===== src/rtl/i2c_req_arbiter.sv =====
// Round-robin arbiter that shares one i2c_master_top request/ack port between
// NUM_REQ requester FSMs; latches the winner's fields and routes ack/data/error back.
module i2c_req_arbiter #(
  parameter int NUM_REQ = 2
) (
  input  logic                   clk,
  input  logic                   rst_n,
  input  logic [NUM_REQ-1:0]     rq_read_req,
  input  logic [NUM_REQ-1:0]     rq_write_req,
  input  logic [8*NUM_REQ-1:0]   rq_dev_addr,
  input  logic [16*NUM_REQ-1:0]  rq_reg_addr,
  input  logic [NUM_REQ-1:0]     rq_addr_2byte,
  input  logic [8*NUM_REQ-1:0]   rq_write_data,
  output logic [NUM_REQ-1:0]     rq_ack,
  output logic [7:0]             rq_read_data,
  output logic                   rq_error,
  output logic [1:0]             grant_idx,
  output logic                   busy,
  output logic                   m_read_req,
  output logic                   m_write_req,
  input  logic                   m_read_req_ack,
  input  logic                   m_write_req_ack,
  output logic [7:0]             m_dev_addr,
  output logic [15:0]            m_reg_addr,
  output logic                   m_addr_2byte,
  output logic [7:0]             m_write_data,
  input  logic [7:0]             m_read_data,
  input  logic                   m_error
);

  // state | meaning
  // IDLE  | searching for a pending requester from rr_ptr
  // BUSY  | request issued to master, waiting for matching ack
  // ACK   | one-cycle rq_ack pulse to the winner
  // GAP   | requests ignored so the winner can drop its req
  localparam logic [1:0] ST_IDLE = 2'd0;
  localparam logic [1:0] ST_BUSY = 2'd1;
  localparam logic [1:0] ST_ACK  = 2'd2;
  localparam logic [1:0] ST_GAP  = 2'd3;

  logic [1:0]         state;
  logic [1:0]         rr_ptr;
  logic [3:0]         pending;
  logic [2:0]         cand;
  logic               found;
  logic [1:0]         win_idx;
  logic [7:0]         sel_dev;
  logic [15:0]        sel_reg;
  logic               sel_2byte;
  logic [7:0]         sel_wdata;
  logic               sel_write;
  logic [NUM_REQ-1:0] ack_vec;
  logic [1:0]         next_ptr;
  logic               done;

  always_comb begin
    pending = '0;
    pending[NUM_REQ-1:0] = rq_read_req | rq_write_req;
    found   = 1'b0;
    win_idx = '0;
    cand    = '0;
    for (int i = 0; i < NUM_REQ; i++) begin
      cand = {1'b0, rr_ptr} + 3'(i);
      if (cand >= 3'(NUM_REQ)) cand = cand - 3'(NUM_REQ);
      if (!found && pending[cand[1:0]]) begin
        found   = 1'b1;
        win_idx = cand[1:0];
      end
    end
  end

  always_comb begin
    sel_dev   = '0;
    sel_reg   = '0;
    sel_2byte = 1'b0;
    sel_wdata = '0;
    sel_write = 1'b0;
    ack_vec   = '0;
    for (int k = 0; k < NUM_REQ; k++) begin
      if (win_idx == 2'(k)) begin
        sel_dev   = rq_dev_addr[8*k +: 8];
        sel_reg   = rq_reg_addr[16*k +: 16];
        sel_2byte = rq_addr_2byte[k];
        sel_wdata = rq_write_data[8*k +: 8];
        sel_write = rq_write_req[k];
      end
      ack_vec[k] = (grant_idx == 2'(k));
    end
  end

  assign next_ptr = (grant_idx == 2'(NUM_REQ-1)) ? 2'd0 : grant_idx + 2'd1;
  // Only the ack type that matches the issued request completes the transaction.
  assign done = (m_write_req && m_write_req_ack) || (m_read_req && m_read_req_ack);

  always_ff @(posedge clk or negedge rst_n) begin
    if (!rst_n) begin
      state        <= ST_IDLE;
      rr_ptr       <= '0;
      grant_idx    <= '0;
      busy         <= 1'b0;
      m_read_req   <= 1'b0;
      m_write_req  <= 1'b0;
      m_dev_addr   <= 8'h00;
      m_reg_addr   <= '0;
      m_addr_2byte <= 1'b0;
      m_write_data <= '0;
      rq_ack       <= '0;
      rq_read_data <= '0;
      rq_error     <= 1'b0;
    end else begin
      case (state)
        ST_IDLE: begin
          if (found) begin
            m_dev_addr   <= sel_dev;
            m_reg_addr   <= sel_reg;
            m_addr_2byte <= sel_2byte;
            m_write_data <= sel_wdata;
            grant_idx    <= win_idx;
            busy         <= 1'b1;
            m_write_req  <= sel_write;
            m_read_req   <= !sel_write;
            state        <= ST_BUSY;
          end
        end
        ST_BUSY: begin
          if (done) begin
            m_read_req  <= 1'b0;
            m_write_req <= 1'b0;
            if (m_read_req) rq_read_data <= m_read_data;
            rq_error    <= m_error;
            rq_ack      <= ack_vec;
            rr_ptr      <= next_ptr;
            state       <= ST_ACK;
          end
        end
        ST_ACK: begin
          rq_ack <= '0;
          state  <= ST_GAP;
        end
        ST_GAP: begin
          busy  <= 1'b0;
          state <= ST_IDLE;
        end
        default: state <= ST_IDLE;
      endcase
    end
  end

endmodule

===== config.mk =====
export PLATFORM = sky130hd
export DESIGN_NAME = i2c_req_arbiter
export DESIGN_NICKNAME = d
export VERILOG_FILES = /design/src/rtl/i2c_req_arbiter.sv
export SDC_FILE = /design/constraint.sdc
export NUM_CORES = 1
export LEC_CHECK = 0
export BUFFER_PORTS_ARGS = -buffer_cell sky130_fd_sc_hd__buf_4
export CORE_MARGIN = 1.5
export CORE_UTILIZATION = 30
export CTS_BUF_LIST = sky130_fd_sc_hd__clkbuf_8
export CTS_CLUSTER_DIAMETER = 80
export DETAILED_ROUTE_END_ITERATION = 10
export MAX_ROUTING_LAYER = met4
export PLACE_DENSITY = 0.69
export SLEW_MARGIN = 30
export SYNTH_ARGS = -nofsm -noshare
export SYNTH_HDL_FRONTEND = slang
export SYNTH_SLANG_ARGS = --single-unit

===== constraint.sdc =====
create_clock -name clk -period 2.2 [get_ports clk]
set_clock_uncertainty 0.05 [all_clocks]
set_input_delay 0.44 -clock clk [delete_from_list [all_inputs] [get_ports clk]]
set_output_delay 0.44 -clock clk [all_outputs]
set_load 0.01 [all_outputs]

==> qor.txt, run 1 <==
Status -> completed
Synth area leader -> dfrtp_1
Reg-to-Reg Start -> state[1]
TNS Setup -> 0 ns
Syn Std Cell Area -> 2550 um^2
Final non-filler cell total -> 462
Routed Antenna Nets -> 0
Worst min path class -> in -> async
Worst Setup SP -> state[1]
Seq cells post-synth -> 53
Final Wtd Congestion -> 0.692
Antenna Cells -> 0
Maximum vdd drop -> 0.000198 V
CTS tree -> yes
Gr usage total -> 0.136
Final Hold Fails -> 0
Leakage -> 2.02 nW
Pwr dens -> 469 nW/um^2
CTS max path bufs -> 2
Clock latency on the worst-skew pair -> 0.29 ns
Die Height -> 95.2 um
Max-slew headroom -> 0.561
CP arrival -> 2.01 ns
Maxcap violations -> 0
Post-cts resize count -> 0
Fin nets -> 444
Final Critical Period -> 1.88 ns
Final Power -> 1.73 mW
Clock-pin transition on the worst setup and hold timing paths -> 0.09 ns
1st-pass router iterations -> 4
Commonest non-fill, non-tap cells in the layout -> 134 x buf_4, 53 x dfrtp_1, 39 x nand2_1
Post-synth net total -> 313
Synth unique cells -> 36
Final core utilization -> 0.448
Final count of negative-setup-slack endpoints -> 0
Synth area leaders -> dfrtp_1 52%, mux2i_1 13%, nand2_1 5.7%
Max Fclk -> 531 MHz
CTS buffer count -> 5
WP data required -> 2.33 ns
Crit start category -> flop
WL/cell -> 13.0 um
Unrepaired setup endpoints after global routing -> false
Worst setup path category -> reg -> reg
Row count -> 33
Vias in the first global route -> 2002
Core area -> 8220 um^2
Fill count -> 794
Clock Sinks -> 53
Final worst setup slack -> 0.317 ns
Post-DP Area -> 3600 um^2
Die ar. -> 9070 um^2
Worst-Margin Slew -> 0.658 ns
Total gr overflow -> 0
WHS -> 0.104 ns
Hold buffer count at CTS -> 0
Initial drt markers -> 54
# DRC -> 0
Root buf cell -> clkbuf_8
Share of cells above drive strength 1 -> 0.451
First-pass GRT wire length -> 9320 um
Layout area overhead -> 44.4%
Sequential share of the synthesized area -> 0.520
Synth Area per Inst -> 11.3 um^2
Synth warnings -> 0
CP max FO -> 8
Fin crit share -> 0.856
Setup crit end kind -> flop
Synth top area share -> 0.520
Initial core utilization -> 0.310
Largest net degree at the start of global routing -> 54
Via Count -> 2072
Initial antenna violation count -> 0
Num ports -> 132
DP HPWL -> 4700 um
WL final -> 6010 um
H-tree depth -> 2
Most common cell after layout, fill and taps aside -> buf_4
Reg-to-reg endpoint -> rq_read_data[1]
Pre-CTS setup slack -> 0.279 ns
Cells after Synth -> 225
Design Area, Final -> 3680 um^2
Worst R2R Path Depth -> 5
Placed Cells -> 454
Final Slew Violations -> 0
Post-CTS Setup Repair Bufs -> 0
Setup slack, reg-to-reg -> 0.32 ns
Port bufs -> 131
Die Span X -> 95.2 um
Vias/cell -> 4.48
-- critical path, cell delays in order (launching register included) --
cell and delay [ns]:
dfrtp_1 0.42, inv_1 0.11, ha_1 0.32, nand2_1 0.11, nor2_2 0.36, mux2_2 0.39
-- worst max-delay path by stage --
stage and end:
2_1_floorplan rq_read_data[0], 3_3_place_gp m_reg_addr[0], 3_5_place_dp m_dev_addr[5], 4_1_cts rq_read_data[1]
5_1_grt rq_read_data[6], 6_report rq_read_data[1]
-- flip-flops by register name, indices dropped and copies added (netlist names) --
register	flops
rr_ptr	2
m_read_req	1
m_write_data	8
rq_ack	2
state	2
m_write_req	1
m_addr_2byte	1
m_reg_addr	16
rq_error	1
grant_idx	2
busy	1
rq_read_data	8
m_dev_addr	8
-- power by group --
group	switching (mW)	total (mW)	internal, mW
clock network	0.297	0.514	0.217
registers	0.00381	0.984	0.981
logic	0.0854	0.230	0.144
total	0.386	1.73	1.34
-- area by class of cell --
| cell class | count | area, um^2 | share of cell area |
|---|---|---|---|
| sequential | 53 | 1330 | 0.360 |
| multi-input combinational | 159 | 1110 | 0.301 |
| timing repair buffer | 135 | 1030 | 0.279 |
| tap | 105 | 131 | 0.0357 |
| clock buffer | 5 | 68.8 | 0.0187 |
| clock inverter | 3 | 13.8 | 0.00374 |
| inverter | 2 | 7.51 | 0.00204 |
-- logic make-up after synthesis --
kind of cell             count (synthesis)  share of synthesized area
flip-flops                              53                      0.520
AND/OR/NAND/NOR                         61                      0.116
buffers and inverters                   13                     0.0481
AO/OA/AOI/OAI                           49                      0.114
multiplexers                            44                      0.178
adder cells (fa/ha/maj)                  5                     0.0245
-- cells in the mapped netlist, drive strengths merged --
| master | count |
|---|---|
| a21boi | 1 |
| ha | 5 |
| nand3b | 2 |
| mux2i | 34 |
| a22oi | 1 |
| nand2 | 39 |
| o2bb2ai | 1 |
| and2 | 2 |
| nor4bb | 1 |
| nor2b | 1 |
| or4b | 1 |
| nor2 | 7 |
| nand3 | 3 |
| dfrtp | 53 |
| mux2 | 10 |
| buf | 9 |
| nand2b | 2 |
| or2 | 1 |
| o21ai | 43 |
| or4 | 1 |
| inv | 2 |
| nor4b | 1 |
| a2bb2oi | 1 |
| clkbuf | 2 |
| a21oi | 2 |
-- routing by layer --
layer  up-vias  track usage  routed length, um
li1       1037            -                  -
met1       961        0.159               2490
met2        69        0.238               3120
met3         5       0.0263                363
met4         0       0.0336                 40
met5         -            -                  0
Power figures use the tool's default switching activity.
==> run 2: changes to the inputs <==
==> constraint.sdc (replaced) <==
create_clock -name clk -period 1.8 [get_ports clk]
set_clock_uncertainty 0.05 [all_clocks]
set_input_delay 0.36 -clock clk [delete_from_list [all_inputs] [get_ports clk]]
set_output_delay 0.36 -clock clk [all_outputs]
set_load 0.01 [all_outputs]
==> run 2 against run 1 <==
Sequential share of layout area down 0.44 points; utilization up 0.55 points; count of clock-buffer cells in the layout unchanged; worst hold slack worse by 0.055 ns; via count up 1.7%; cell area up 1.2%; highest routed layer unchanged; wire length about the same; die area unchanged; setup slack worse by 0.20 ns; fmax up 12%.
==> qor.txt, run 2 (synthesis results as in run 1) <==
Worst-Margin Slew -> 0.665 ns (+0.00692 ns)
Die ar. -> 9070 um^2 (unchanged)
Final Slew Violations -> 0 (unchanged)
Leakage -> 2.04 nW (+1.3%)
WL/cell -> 13.0 um (-0.20%)
CP arrival -> 1.81 ns (-0.20 ns)
CTS buffer count -> 5 (unchanged)
Via Count -> 2107 (+1.7%)
Final Wtd Congestion -> 0.778 (+12%)
Post-CTS Setup Repair Bufs -> 0 (unchanged)
Placed Cells -> 455 (+0.22%)
Clock Sinks -> 53 (unchanged)
Setup crit end kind -> flop
Initial core utilization -> 0.310 (unchanged)
Maximum vdd drop -> 0.000248 V (+25%)
Core area -> 8220 um^2 (unchanged)
DP HPWL -> 4600 um (-2.2%)
Largest Register -> m_reg_addr
Worst min path class -> in -> async
Pwr dens -> 564 nW/um^2 (+20%)
Crit start category -> flop
Initial antenna violation count -> 0 (unchanged)
Root buf cell -> clkbuf_8
Worst Setup SP -> state[1]
CP max FO -> 8 (unchanged)
Max FFs per register -> 16 (unchanged)
Final Critical Period -> 1.68 ns (-0.204 ns)
Largest net degree at the start of global routing -> 54 (unchanged)
CTS tree -> yes
Pre-CTS setup slack -> 0.0302 ns (-0.249 ns)
Row count -> 33 (unchanged)
Gr usage total -> 0.137 (+0.00162)
Vias/cell -> 4.55 (+1.5%)
Unrepaired setup endpoints after global routing -> false
Fin crit share -> 0.933 (+0.0770)
Fill count -> 804 (+1.3%)
Status -> completed
Port bufs -> 131 (unchanged)
Worst setup path category -> reg -> reg
Clock latency on the worst-skew pair -> 0.29 ns (about the same)
Worst path cell trace -> inv_1, ha_2, nand2_1, nor2_2, buf_4, mux2_2
Reg-to-Reg Start -> state[1]
Most common cell after layout, fill and taps aside -> buf_4
Num ports -> 132 (unchanged)
Maxcap violations -> 0 (unchanged)
Final worst setup slack -> 0.121 ns (-0.196 ns)
WL final -> 6020 um (about the same)
First-pass GRT wire length -> 9460 um (+1.5%)
Die Height -> 95.2 um (unchanged)
# DRC -> 0 (unchanged)
1st-pass router iterations -> 4 (unchanged)
CP max-delay cell -> dfrtp_1
Max Fclk -> 596 MHz (+12%)
Die Span X -> 95.2 um (unchanged)
Fin nets -> 445 (+0.23%)
H-tree depth -> 2 (unchanged)
TNS Setup -> 0 ns (unchanged)
Total gr overflow -> 0 (unchanged)
CTS max path bufs -> 2 (unchanged)
Initial drt markers -> 36 (-33%)
Final count of negative-setup-slack endpoints -> 0 (unchanged)
Final Hold Fails -> 0 (unchanged)
Share of cells above drive strength 1 -> 0.450 (-0.00126)
Antenna Cells -> 0 (unchanged)
Delay of the slowest critical-path stage -> 0.42 ns (about the same)
Commonest non-fill, non-tap cells in the layout -> 132 x buf_4, 53 x dfrtp_1, 39 x nand2_1
Final non-filler cell total -> 463 (+0.22%)
Layout area overhead -> 46.2%
WP data required -> 1.93 ns (-0.40 ns)
Max-slew headroom -> 0.557 (-0.00461)
Routed Antenna Nets -> 0 (unchanged)
Vias in the first global route -> 2015 (+0.65%)
Clock-pin transition on the worst setup and hold timing paths -> 0.09 ns (about the same)
run 2: what timing repair did:
action / in CTS / in global routing
hold buffers: 0 / 0
endpoints found under the setup margin: 0 / 9
gates resized for setup: 0 / 1
run 2: layer usage:
metal	global-route usage	wire length [um]	vias up
met4	0.0299	23	0
met5	-	0	-
met3	0.0287	353	4
met1	0.155	2470	993
li1	-	-	1041
met2	0.248	3170	69
run 2: path summary, 6_finish.rpt:
check | slack, ns | to | depth (start not counted)
hold / removal | 0.05 | state[1] | 1
max in group asynchronous | 1.21 | m_reg_addr[10] | 1
hold reg to reg | 0.44 | m_reg_addr[12] | 2
setup / recovery | 0.12 | rq_read_data[4] | 6
min in group clk | 0.25 | rq_read_data[6] | 2
setup reg to reg | 0.12 | rq_read_data[4] | 6
run 2: cell type report:
class,instances,area [um^2],area share
clock buffers,5,68.8,0.0185
multi-input cells,159,1110,0.298
well taps,105,131,0.0352
clock inverters,3,11.3,0.00302
repair buffers,136,1070,0.287
inverters,2,7.51,0.00201
flip-flops and latches,53,1330,0.356
run 2: worst max-delay path: cells and delay by family (launching register included):
family                     cells  cell delay (ns)
buffers and inverters          2             0.28
muxes                          1             0.34
adders and majority gates      1             0.28
and+or+nand+nor                2             0.19
DFF                            1             0.42
run 2: metrics by stage:
stage          instance area (um^2)  power (mW)  hold slack [ns]  utilization
2_1_floorplan                  2550        1.33           0.0144            -
3_3_place_gp                   3650        1.51            0.391        0.444
3_5_place_dp                   3650        1.52            0.404        0.444
4_1_cts                        3730        2.16           0.0768        0.453
5_1_grt                        3730        2.23           0.0981        0.454
6_report                       3730        2.10           0.0493        0.454
run 2: power breakdown:
part | switching, mW | internal (mW) | total, mW
Sequential | 0.00487 | 1.20 | 1.20
Clock | 0.356 | 0.260 | 0.616
Combinational | 0.106 | 0.179 | 0.285
